## src/rtl/reg_bank.sv

```systemverilog
// reg_bank: NREGS x WIDTH general registers (one doubles as PC with
// incrementer) plus an IR_WIDTH instruction register, for the multicycle
// datapath.
// Ports:
//   Clock, Reset (sync, active-high)
//   BusIn/Rin      - one-hot (or broadcast) load from the shared bus
//   IncrPC         - PC register += 1 (a load of the PC register wins)
//   IRin/IRdata    - instruction register load
//   Rout           - one-hot read select; BusOut/RoutErr are combinational
//   PC, IR         - current PC register and IR contents
module reg_bank #(
    parameter int                 WIDTH    = 16,
    parameter int                 NREGS    = 8,
    parameter int                 PC_INDEX = NREGS - 1,
    parameter int                 IR_WIDTH = 9,
    parameter logic [WIDTH-1:0]   RESET_PC = '0
) (
    input  logic                  Clock,
    input  logic                  Reset,
    input  logic [WIDTH-1:0]      BusIn,
    input  logic [NREGS-1:0]      Rin,
    input  logic                  IncrPC,
    input  logic                  IRin,
    input  logic [IR_WIDTH-1:0]   IRdata,
    input  logic [NREGS-1:0]      Rout,
    output logic [WIDTH-1:0]      BusOut,
    output logic                  RoutErr,
    output logic [WIDTH-1:0]      PC,
    output logic [IR_WIDTH-1:0]   IR
);

    if (PC_INDEX < 0 || PC_INDEX >= NREGS) begin : g_bad_pc_index
        $error("reg_bank: PC_INDEX must be below NREGS");
    end
    if (NREGS < 2 || NREGS > 16) begin : g_bad_nregs
        $error("reg_bank: NREGS must be in 2..16");
    end

    localparam logic [NREGS-1:0] ROUT_ONE = NREGS'(1);

    logic [WIDTH-1:0]    regs_q [NREGS];
    logic [WIDTH-1:0]    regs_d [NREGS];
    logic [IR_WIDTH-1:0] ir_q;
    logic [IR_WIDTH-1:0] ir_d;
    logic [WIDTH-1:0]    bus_sel;
    logic                rout_multi;

    // Next state: a bus load beats the PC increment.
    always_comb begin
        regs_d = regs_q;
        ir_d   = ir_q;
        for (int i = 0; i < NREGS; i++) begin
            if (Rin[i]) begin
                regs_d[i] = BusIn;
            end else if (i == PC_INDEX && IncrPC) begin
                regs_d[i] = regs_q[i] + WIDTH'(1);
            end
        end
        if (IRin) begin
            ir_d = IRdata;
        end
    end

    always_ff @(posedge Clock) begin
        if (Reset) begin
            for (int i = 0; i < NREGS; i++) begin
                regs_q[i] <= (i == PC_INDEX) ? RESET_PC : '0;
            end
            ir_q <= '0;
        end else begin
            regs_q <= regs_d;
            ir_q   <= ir_d;
        end
    end

    // Read mux: clearing the lowest set bit leaves something only when
    // two or more selects are active; that case drives zero.
    always_comb begin
        bus_sel = '0;
        for (int i = 0; i < NREGS; i++) begin
            if (Rout[i]) begin
                bus_sel = bus_sel | regs_q[i];
            end
        end
        rout_multi = (Rout & (Rout - ROUT_ONE)) != '0;
        BusOut     = rout_multi ? '0 : bus_sel;
        RoutErr    = rout_multi;
    end

    assign PC = regs_q[PC_INDEX];
    assign IR = ir_q;

endmodule
```

## config.mk

```make
export PLATFORM = sky130hd
export DESIGN_NAME = reg_bank
export DESIGN_NICKNAME = d
export VERILOG_FILES = /design/src/rtl/reg_bank.sv
export SDC_FILE = /design/constraint.sdc
export NUM_CORES = 1
export LEC_CHECK = 0
export CELL_PAD_IN_SITES_DETAIL_PLACEMENT = 1
export CELL_PAD_IN_SITES_GLOBAL_PLACEMENT = 2
export CORE_MARGIN = 4
export CORE_UTILIZATION = 32
export CTS_BUF_LIST = sky130_fd_sc_hd__clkbuf_8
export DETAILED_ROUTE_END_ITERATION = 8
export PLACE_DENSITY_LB_ADDON = 0.1
export SYNTH_ARGS = -nofsm -noshare
export SYNTH_HDL_FRONTEND = slang
export SYNTH_SLANG_ARGS = --single-unit
```

## constraint.sdc

```tcl
create_clock -name Clock -period 1.9 [get_ports Clock]
set_input_delay 0.285 -clock Clock [delete_from_list [all_inputs] [get_ports Clock]]
set_output_delay 0.285 -clock Clock [all_outputs]
set_load 0.005 [all_outputs]
```

==> impl_metrics.yaml <==
grt:
  overflow: 0
  grt_max_degree: 47
  grt_pass1_vias: 5372
  globalRouteTotalUtil: 0.191
  grt_pass1_wl_um: 31900
  antenna_found_initial: 0
layout:
  fin_nets: 763
  diodes: 0
  drive_above_1_share: 0.196
  fin_util: 0.425
  area_delta_synth_final_pct: 29.9
logic_synthesis:
  seq_area_frac_synth: 0.447
  synth_nets: 680
  yosysWarnings: 0
  synthDistinctLibCells: 43
  synth_ff_type: "dfxtp_1"
  syn_area_um2: 6140
  avgSynthCellArea_um2: 9.68
  synth_edf_count: 0
  synthArstFlopShare: 0
  syn_inst: 634
  ys_seq_elements: 137
detailed_routing:
  vias: 5021
  viasPerCell: 5.21
  drt.antenna.violating_nets: 0
  wire_per_inst_um: 21.0
  dr.first_iter.drc_count: 234
  drc_errors: 0
  drt_wl_total_um: 20200
  dr.pass1.iters: 4
place:
  hpwl_um: 13400
  gp_congestion: 0.773
  pre_cts_slack_ps: -1150
  io_buffers: 86
min_path:
  worstHoldStart: "Reset"
  worst_hold_path.num_cells: 2
  worstHoldEndpoint: "IR[0]$_SDFFE_PP0P_"
  holdCritPathClass: "in2reg"
sta:
  slew_violations: 0
  rsz0062_at_grt: "yes"
  hold_violations: 0
  fin_skew_ps: 10.9
  clock.fmax_mhz: 439
  fin_crit_sh: 1.20
  fin_crit_ps: 2280
  setup_viol: 17
  worst_pin_slew_ps: 595
  slew_headroom: 0.603
  setup_slack_ps: -379
  tns_ps: -5330
worst_setup_path:
  worst_setup_path_end_kind: "primary output"
  worstRegToRegCells: 6
  critPathKind: "in2out"
  crit_fanout: 4
  r2r_end: "PC[13]$_SDFFE_PP0P_"
  arrival_ps: 1990
  start_kind: "primary input"
  reg2reg_from: "PC[4]$_SDFFE_PP0P_"
  reg2reg_setup_slack_ps: 200
  crit_required_ps: 1620
die:
  io_pins: 87
  die_area_um2: 21500
  die_w_um: 146
  die_h_um: 146
  initial_core_util: 0.327
  rows: 50
  design.core.area_um2: 18800
cts:
  htreeDepth: 4
  numCtsBuffers: 17
  clk_pin_slew_ps: 80
  cts_max_path_buffers: 2
  cts_tree: "done"
  cts.sinks: 137
  cts_root_buf: "clkbuf_8"
  clk_latency_ps: 450
flow_run:
  drv_cap: 0
power_and_ir_drop:
  powerDensity_nw_per_um2: 851
  vdd_ir_drop_max_mv: 0.461
  leakage_nw: 3.35
run_status:
  status: "finished, violations left"
  violations: "setup timing"
[worst max path at each step]
stage,startpoint,to,cells after the start
2_1_floorplan,Rout[5],BusOut[10],6
3_3_place_gp,Rout[4],BusOut[12],7
3_5_place_dp,Rout[4],BusOut[10],7
4_1_cts,Rout[5],BusOut[8],8
5_1_grt,Rout[5],BusOut[2],8
6_report,Rout[5],BusOut[15],8
[power by group]
| group | leakage, nW | switching [W] | total (W) | internal, W |
|---|---|---|---|---|
| logic | 1.98 | 0.000540 | 0.00105 | 0.000509 |
| clock network | 0.234 | 0.00110 | 0.00257 | 0.00147 |
| registers | 1.13 | 0.000119 | 0.00317 | 0.00305 |
[flip-flops by register name, summed over array words and instances, names as in the netlist]
signal  flops
IR          9
regs_q    112
PC         16
[timing repair]
item / CTS / global route
pin swaps: 4 / 1
endpoints found under the setup margin: 17 / 20
setup buffers: 9 / 0
hold buffers: 0 / 0
cloned: 1 / 0
resized for setup: 110 / 8
[routing by layer]
layer  wire, um  GRT usage
met5          0          0
met4        135     0.0433
met3        592     0.0410
met2       9370      0.306
met1      10100      0.265
[Yosys cell counts (2+ instances only)]
master,number,area share
buf_6,3,0.0055
clkbuf_1,46,0.028
nor3_1,4,0.0033
clkbuf_8,9,0.020
buf_4,16,0.020
a221oi_1,16,0.023
a311oi_1,2,0.0029
inv_1,5,0.0031
xnor2_1,9,0.013
o21ai_0,3,0.0024
nor4_1,5,0.0051
nand2_1,12,0.0073
a22o_1,8,0.011
dfxtp_1,137,0.45
a22o_2,8,0.013
dlymetal6s2s_1,3,0.0061
a22oi_1,32,0.039
nand3_1,4,0.0033
nand4_1,5,0.0051
or3_1,2,0.0020
a211oi_1,6,0.0073
buf_1,5,0.0031
nor2_1,132,0.081
a31oi_1,17,0.017
a21oi_1,6,0.0049
mux2i_1,122,0.20
[critical path, cell delays in order]
cell and delay (ps):
buf_6 90, or4_4 550, a2111oi_4 370, o21ai_4 140, buf_6 150, buf_6 110, a31oi_4 160, buf_2 140
[cell usage in the layout (no fill, tap or decap), types with 12 or more instances in the layout]
| cell type | netlist | final |
|---|---|---|
| buf_4 | 16 | 43 |
| a22oi_1 | 32 | 32 |
| a31oi_4 | 0 | 13 |
| nand2_1 | 12 | 12 |
| buf_2 | 1 | 19 |
| nor2_1 | 132 | 132 |
| a221oi_1 | 16 | 14 |
| buf_12 | 0 | 12 |
| mux2i_1 | 122 | 122 |
| clkbuf_8 | 9 | 19 |
| clkdlybuf4s50_1 | 0 | 60 |
| dfxtp_1 | 137 | 135 |
[stage by stage]
step	instances	total power, W	hold slack (ps)	instance area [um2]
2_1_floorplan	634	0.00382	433	6290
3_3_place_gp	924	0.00422	472	7440
3_5_place_dp	924	0.00425	485	7440
4_1_cts	966	0.00688	220	7980
5_1_grt	964	0.00710	241	7980
6_report	964	0.00679	252	7980
[area by class of cell]
type | count | area (um2)
Multi-Input combinational cell | 408 | 3080
Clock buffer | 19 | 262
Fill cell | 2112 | 10800
Timing Repair Buffer | 148 | 1420
Clock inverter | 13 | 160
Inverter | 5 | 18.8
Tap cell | 234 | 293
Sequential cell | 137 | 2750
[cell families after synthesis]
group / Yosys count / share of synthesized area
simple gates: 168 / 0.112
flops: 137 / 0.447
mux: 122 / 0.199
compound gates: 107 / 0.138
buf+inv: 89 / 0.0879
xor+xnor: 10 / 0.0143
fa+ha+maj: 1 / 0.00204
No activity file was read; power rests on OpenSTA's default activity.
